**config.mk**
```make
export PLATFORM = sky130hd
export DESIGN_NAME = regfile_wb_ctrl
export DESIGN_NICKNAME = d
export VERILOG_FILES = /design/src/rtl/regfile_ctrl_pkg.sv /design/src/rtl/wb_scoreboard.sv /design/src/rtl/regfile_wb_ctrl.sv
export SDC_FILE = /design/constraint.sdc
export NUM_CORES = 1
export LEC_CHECK = 0
export ABC_CLOCK_PERIOD_IN_PS = 4700
export CAP_MARGIN = 20
export CORE_MARGIN = 2
export CORE_UTILIZATION = 47
export CTS_CLUSTER_SIZE = 40
export DETAILED_ROUTE_END_ITERATION = 12
export PLACE_DENSITY = 0.88
export RECOVER_POWER = 100
export SLEW_MARGIN = 20
export SYNTH_ARGS = -nofsm -noshare
export SYNTH_HDL_FRONTEND = slang
export SYNTH_SLANG_ARGS = --single-unit
```
**constraint.sdc**
```tcl
create_clock -name clk -period 4.7 [get_ports clk]
set_input_delay 1.175 -clock clk [delete_from_list [all_inputs] [get_ports clk]]
set_output_delay 1.175 -clock clk [all_outputs]
set_load 0.1 [all_outputs]
```
**src/rtl/regfile_ctrl_pkg.sv**
```systemverilog
// Shared constants and FSM encoding for the register-file write-port controller.
package regfile_ctrl_pkg;

    localparam int unsigned XLEN       = 32;
    localparam int unsigned REG_ADDR_W = 5;
    localparam int unsigned NUM_REGS   = 32;

    typedef enum logic [1:0] {
        IDLE  = 2'd0,
        WAIT  = 2'd1,
        FORCE = 2'd2
    } wb_state_e;

    function automatic logic [NUM_REGS-1:0] reg_onehot(input logic [REG_ADDR_W-1:0] rd);
        logic [NUM_REGS-1:0] v;
        v     = '0;
        v[rd] = (rd != '0);
        return v;
    endfunction

endpackage

```
**src/rtl/wb_scoreboard.sv**
```systemverilog
// Busy scoreboard for port-B destinations: busy vector, pending count, issue gate and lookups.
module wb_scoreboard
    import regfile_ctrl_pkg::*;
#(
    parameter int unsigned MAX_PEND = 4
) (
    input  logic                  clk,
    input  logic                  rst_n,
    input  logic                  i_iss_valid,
    input  logic [REG_ADDR_W-1:0] i_iss_rd,
    output logic                  o_iss_ready,
    input  logic                  i_clr_valid,
    input  logic [REG_ADDR_W-1:0] i_clr_rd,
    input  logic [REG_ADDR_W-1:0] i_rs1,
    input  logic [REG_ADDR_W-1:0] i_rs2,
    output logic                  o_rs1_busy,
    output logic                  o_rs2_busy,
    output logic [NUM_REGS-1:0]   o_busy
);

    localparam int unsigned PEND_W = $clog2(MAX_PEND + 1);
    localparam logic [PEND_W-1:0] PEND_LIM = PEND_W'(MAX_PEND);

    logic [NUM_REGS-1:0] r_busy;
    logic [PEND_W-1:0]   r_pend_cnt;
    logic                w_set;
    logic                w_clr;
    logic [NUM_REGS-1:0] w_set_mask;
    logic [NUM_REGS-1:0] w_clr_mask;

    // Gate uses registered state only: a clear landing this cycle does not reopen the rd (WAW guard).
    always_comb begin
        o_iss_ready = 1'b1;
        if (i_iss_rd != '0) begin
            o_iss_ready = !r_busy[i_iss_rd] && (r_pend_cnt < PEND_LIM);
        end
    end

    assign w_set      = i_iss_valid && o_iss_ready && (i_iss_rd != '0);
    assign w_clr      = i_clr_valid && (i_clr_rd != '0);
    assign w_set_mask = w_set ? reg_onehot(i_iss_rd) : '0;
    assign w_clr_mask = w_clr ? reg_onehot(i_clr_rd) : '0;

    always_ff @(posedge clk or negedge rst_n) begin
        if (!rst_n) begin
            r_busy     <= '0;
            r_pend_cnt <= '0;
        end else begin
            r_busy <= (r_busy & ~w_clr_mask) | w_set_mask;
            if (w_set && !w_clr) begin
                r_pend_cnt <= r_pend_cnt + PEND_W'(1);
            end else if (w_clr && !w_set) begin
                r_pend_cnt <= r_pend_cnt - PEND_W'(1);
            end
        end
    end

    assign o_rs1_busy = r_busy[i_rs1];
    assign o_rs2_busy = r_busy[i_rs2];
    assign o_busy     = r_busy;

endmodule

```
**src/rtl/regfile_wb_ctrl.sv**
```systemverilog
// Register-file write-port arbiter (pipeline WB vs multi-cycle completion) with starvation bubble.
// Optional same-cycle forwarding outputs when REGFILE_WB_BYPASS_EN is defined.
module regfile_wb_ctrl
    import regfile_ctrl_pkg::*;
#(
    parameter int unsigned MAX_WAIT = 4,
    parameter int unsigned MAX_PEND = 4
) (
    input  logic                  clk,
    input  logic                  rst_n,
    input  logic                  wb_valid,
    input  logic [REG_ADDR_W-1:0] wb_rd,
    input  logic [XLEN-1:0]       wb_data,
    input  logic                  mc_valid,
    input  logic [REG_ADDR_W-1:0] mc_rd,
    input  logic [XLEN-1:0]       mc_data,
    output logic                  mc_ready,
    input  logic                  iss_valid,
    input  logic [REG_ADDR_W-1:0] iss_rd,
    output logic                  iss_ready,
    input  logic [REG_ADDR_W-1:0] rs1,
    input  logic [REG_ADDR_W-1:0] rs2,
    output logic                  rs1_busy,
    output logic                  rs2_busy,
    output logic                  stall_o,
`ifdef REGFILE_WB_BYPASS_EN
    output logic                  rs1_fwd_hit,
    output logic                  rs2_fwd_hit,
    output logic [XLEN-1:0]       fwd_data,
`endif
    output logic                  rf_we,
    output logic [REG_ADDR_W-1:0] rf_rd,
    output logic [XLEN-1:0]       rf_wdata
);

    localparam int unsigned WAIT_W = $clog2(MAX_WAIT + 1);
    localparam logic [WAIT_W-1:0] WAIT_LIM = WAIT_W'(MAX_WAIT);

    wb_state_e           r_state;
    logic [WAIT_W-1:0]   r_wait_cnt;
    logic                r_stall;
    logic                w_hs_b;
    logic                w_blocked;
    logic [NUM_REGS-1:0] w_busy;

    assign mc_ready  = !wb_valid;
    assign w_hs_b    = mc_valid && mc_ready;
    assign w_blocked = mc_valid && wb_valid;

    always_comb begin
        rf_we    = 1'b0;
        rf_rd    = '0;
        rf_wdata = '0;
        if (wb_valid) begin
            rf_we    = (wb_rd != '0);
            rf_rd    = wb_rd;
            rf_wdata = wb_data;
        end else if (w_hs_b) begin
            rf_we    = (mc_rd != '0);
            rf_rd    = mc_rd;
            rf_wdata = mc_data;
        end
    end

    always_ff @(posedge clk or negedge rst_n) begin
        if (!rst_n) begin
            r_state    <= IDLE;
            r_wait_cnt <= '0;
            r_stall    <= 1'b0;
        end else begin
            case (r_state)
                IDLE: begin
                    if (w_blocked) begin
                        if (WAIT_LIM == WAIT_W'(1)) begin
                            r_state <= FORCE;
                            r_stall <= 1'b1;
                        end else begin
                            r_state    <= WAIT;
                            r_wait_cnt <= WAIT_W'(1);
                        end
                    end
                end
                WAIT: begin
                    if (!mc_valid || w_hs_b) begin
                        r_state    <= IDLE;
                        r_wait_cnt <= '0;
                    end else if (r_wait_cnt + WAIT_W'(1) == WAIT_LIM) begin
                        r_state    <= FORCE;
                        r_wait_cnt <= '0;
                        r_stall    <= 1'b1;
                    end else begin
                        r_wait_cnt <= r_wait_cnt + WAIT_W'(1);
                    end
                end
                FORCE: begin
                    if (!mc_valid || w_hs_b) begin
                        r_state <= IDLE;
                        r_stall <= 1'b0;
                    end
                end
                default: begin
                    r_state    <= IDLE;
                    r_wait_cnt <= '0;
                    r_stall    <= 1'b0;
                end
            endcase
        end
    end

    assign stall_o = r_stall;

    wb_scoreboard #(
        .MAX_PEND (MAX_PEND)
    ) u_scoreboard (
        .clk         (clk),
        .rst_n       (rst_n),
        .i_iss_valid (iss_valid),
        .i_iss_rd    (iss_rd),
        .o_iss_ready (iss_ready),
        .i_clr_valid (w_hs_b),
        .i_clr_rd    (mc_rd),
        .i_rs1       (rs1),
        .i_rs2       (rs2),
        .o_rs1_busy  (rs1_busy),
        .o_rs2_busy  (rs2_busy),
        .o_busy      (w_busy)
    );

`ifdef REGFILE_WB_BYPASS_EN
    assign rs1_fwd_hit = rf_we && (rf_rd == rs1) && (rs1 != '0);
    assign rs2_fwd_hit = rf_we && (rf_rd == rs2) && (rs2 != '0);
    assign fwd_data    = rf_wdata;
`endif

`ifndef SYNTHESIS
    always_ff @(posedge clk) begin
        if (rst_n) begin
            assert (!(r_stall && wb_valid))
                else $error("regfile_wb_ctrl: wb_valid asserted during forced bubble");
            assert (!(wb_valid && w_busy[wb_rd]))
                else $error("regfile_wb_ctrl: pipeline writeback to busy rd %0d", wb_rd);
            assert (!(w_hs_b && (mc_rd != '0) && !w_busy[mc_rd]))
                else $error("regfile_wb_ctrl: completion to non-busy rd %0d", mc_rd);
        end
    end
`endif

endmodule

```
==> summary by stage, run 1 <==
Outcome
The flow ran to the end, but the final reports show violations. The final reports fail on max-capacitance violations, max-slew violations.

Setup path
The kind of start point of the critical path is an input pin. In this run the worst path has a maximum fanout of 8. The slowest stage of the critical path is the dlygate4sd3_1 cell. The arrival time at the worst endpoint is 3.34 ns. The setup slack on the worst flop-to-flop path is 1.68 ns. The delay of the slowest cell on the worst path is 0.73 ns.

The worst setup path is of the input pin to output pin kind. Traced cell by cell, the critical path runs through dlygate4sd3_1 -> buf_4 -> mux4_1 -> a22oi_2 -> nand4_4 -> nand2_1 -> buf_12. STA classifies the critical path endpoint as an output pin. The data required time of the worst path is 3.52 ns.

Layout
The net count reported at finish is 534. The finished cells cover 4560 sq um. At the end of the flow the core is filled with cells to 67.9%.

The number of diodes is 0. The fraction of layout instances using a drive strength above 1 is 19.9%. After filler insertion, the fill cell instance count of the layout stands at 510. The final instance count without filler cells is 517.

The area overhead of the layout relative to synthesis is 42.2%.

CTS
The clock transition at the register clock pins on the worst setup and hold paths after CTS is 0.10 ns. The number of buffers on the longest clock path is 2. The number of buffers inserted during clock tree synthesis is 5. Hold repair after CTS inserted 0 buffers. In this run the number of H-tree levels came out at 2. TritonCTS built the clock tree. The number of setup buffers added after CTS is 0. The post-cts sizing count is 0.

Clock tree synthesis selected as its root buffer the cell clkbuf_8. The worst-skew pair later-pin latency is 0.31 ns. The TritonCTS sink count is 41.

Synth
The proportion of netlist area held by the largest area contributor is 32.0%. The post-synthesis register bit count is 41. The Yosys step of the flow raised 0 warnings. After synthesis, flip-flops and latches occupy 32.0% of the total area. The cell taking the most area after synthesis is dfrtp_1. Synthesis handed over a netlist of 311 instances.

The post-synthesis cell type count is 43. The synthesized netlist occupies a cell area of 3210 sq um. Yosys attributes the largest share of cell area to dfrtp_1 32%, mux4_2 15%, a22o_1 10%, o21ai_0 5.8%, o21ai_2 5.2%. The number of nets in the synthesized netlist is 409. Each instance of the synthesized netlist takes up on average 10.3 sq um.

Route
The detail route stage leaves a number of antenna-violating nets equal to 0. The average wire length per cell after detail routing is 21.4 microns. The routed layout has 3348 vias.

The via density per instance is 6.48. The final routed DRC violation total is 0. Summed over all layers, the routed wires come to 11.1 mm. The first routing iteration left 411 violations. The pre-antenna-repair detailed-routing pass consisted of 5 iterations.

Floorplan
The area inside the core boundary is 6720 sq um. The number of rows created at floorplan is 30. The overall die width is 86.7 microns. During I/O placement, the number of pins put on the boundary was 137.

The height of the die is 86.7 microns. The starting utilization of the core area is 47.8%. The die area is 7510 sq um.

Global routing
The initial antenna violation count was 0. The number of global-route vias before repair is 3394. The largest net degree at the start of global routing is 43. Summed over all layers, the global routing overflow is 0. The first global-routing pass estimated 17.5 mm of wire. Global routing used 30.1% of the available tracks across all layers.

Min path
The worst hold path class is flip-flop to flip-flop.

STA
The clock arrives with 0.0199 ns of skew. The number of pins with negative max-slew slack in the final report was 42. The normalized max-slew margin is -48.0%.

The minimum clock period is 4.52 ns. Setup repair after global routing left no endpoint under its margin. The fraction of the cycle the final worst path needs is 96.2%. The transition time at the pin with the least slew margin is 2.22 ns. In the final timing run, aggregate negative setup slack is 0 ns. Once routing completed, OpenROAD measured the worst setup slack at 0.180 ns. The final hold violation count is 0.

The fmax is 221 MHz. The number of endpoints failing setup at the final stage is 0.

Run
Across the run, the number of max-cap violations was 1.

Place
The congestion estimate from routability-driven global placement came to 0.998. The worst slack at placement is 0.202 ns. In this run the cell area measured after placement is 5040 sq um.

The number of placed instances, taps included, is 509. After legalization and detailed placement, the total HPWL measured 8.57 mm. The count of buffers inserted at the top-level ports is 136.

Pwr
The leakage power total is 0.00190 uW. The worst-case IR drop observed on VDD is 152 uV. In this run the power density over the cells is 429 nW/um^2.
[through the flow]
stage | hold WS, ns | total power (uW)
finish | 0.467 | 1960
floorplan | 0.455 | 1410
global placement | 0.445 | 1790
detailed placement | 0.444 | 1840
global route | 0.476 | 2040
CTS | 0.465 | 2080
[layout make-up]
| cell class | count | area, sq um | area share (%) |
|---|---|---|---|
| multi-input cells | 238 | 1980 | 43.3 |
| repair buffers | 146 | 1360 | 29.8 |
| flip-flops and latches | 41 | 1030 | 22.5 |
| well taps | 80 | 100 | 2.19 |
| clock buffers | 6 | 72.6 | 1.59 |
| clock inverters | 2 | 15.0 | 0.329 |
| inverters | 4 | 15.0 | 0.329 |
[flip-flops by register name, indices dropped and copies added, names as in the netlist]
register and flops:
r_state 2, r_wait_cnt 3, stall_o 1, u_scoreboard.o_busy 32
u_scoreboard.r_pend_cnt 3
[Yosys cell counts (all sizes together)]
| cell | n |
|---|---|
| o21a | 1 |
| or4 | 1 |
| dfrtp | 41 |
| fa | 1 |
| inv | 4 |
| a32o | 1 |
| xor2 | 2 |
| nor3b | 3 |
| buf | 11 |
| o21ai | 65 |
| and3b | 3 |
| a22oi | 4 |
| o22ai | 2 |
| nor2 | 10 |
| or3 | 1 |
| nand3b | 7 |
| or3b | 2 |
| a22o | 37 |
| nand3 | 4 |
| clkbuf | 17 |
| a2bb2oi | 1 |
| mux2 | 3 |
| and3 | 3 |
| ha | 3 |
| nand2 | 44 |
| mux4 | 27 |
| xnor2 | 1 |
| nand2b | 2 |
| o31ai | 1 |
| a21boi | 1 |
| nor3 | 1 |
| mux2i | 3 |
| nand4 | 1 |
| and2 | 2 |
| nor2b | 1 |
[logic make-up after synthesis]
| kind of cell | synth area share, % |
|---|---|
| AO/OA/AOI/OAI | 25.5 |
| AND/OR/NAND/NOR | 13.5 |
| flip-flops | 32.0 |
| multiplexers | 21.6 |
| buffers and inverters | 4.75 |
| adder cells (fa/ha/maj) | 1.79 |
| XOR/XNOR | 0.819 |
[worst max-delay path: cells and delay by family]
kind / cells / cell delay [ns]
buffers and inverters: 3 / 1.14
multiplexers: 1 / 0.57
AND/OR/NAND/NOR: 2 / 0.24
AO/OA/AOI/OAI: 1 / 0.21
[cell usage in the layout (no fill, tap or decap), types with 3 or more instances in the layout]
master	netlist	layout
mux4_1	6	6
clkbuf_2	0	30
clkdlybuf4s50_1	0	88
mux2i_1	3	3
nand3b_1	7	7
o21ai_2	19	4
nand3_1	4	4
buf_4	0	7
clkbuf_1	17	4
dlygate4sd3_1	0	5
mux2_2	3	3
clkbuf_8	0	5
inv_1	4	4
dfrtp_1	41	41
nor2_1	10	10
mux4_2	21	21
dlymetal6s2s_1	0	5
ha_1	3	3
a22o_1	37	37
buf_12	0	7
o21ai_0	37	59
nor3b_1	3	3
nand2_1	44	44
a22oi_2	3	3
[final timing paths]
| kind | from | end | cells after the start |
|---|---|---|---|
| worst max-delay path | iss_rd[0] | iss_ready | 7 |
| worst min-delay path | u_scoreboard.o_busy[0] | u_scoreboard.o_busy[0] | 0 |
| worst max register to register | u_scoreboard.o_busy[5] | u_scoreboard.r_pend_cnt[2] | 11 |
| worst min register to register | u_scoreboard.o_busy[0] | u_scoreboard.o_busy[0] | 0 |
| max in group asynchronous | rst_n | stall_o | 1 |
| min in group asynchronous | rst_n | u_scoreboard.o_busy[25] | 1 |
[power by group]
part           switching (uW)  leakage, uW  internal, uW
clock                     134    0.0000374           105
combinational             615      0.00135           440
sequential                181     0.000513           486
[routing by layer]
layer	part of all wire (%)	global-route usage [%]	vias to the layer above
met3	11	8.48	45
li1	-	-	1439
met2	50	51.8	254
met1	36	35.7	1610
met4	3.7	11.4	0
met5	0	0	-
Power figures use the tool's default switching activity.
==> run 2, diff against run 1 <==
SKIP_LAST_GASP = 1   (was unset)
==> results of run 2 <==
Same layout as run 1: the final DEF is identical, and so are final timing and power.
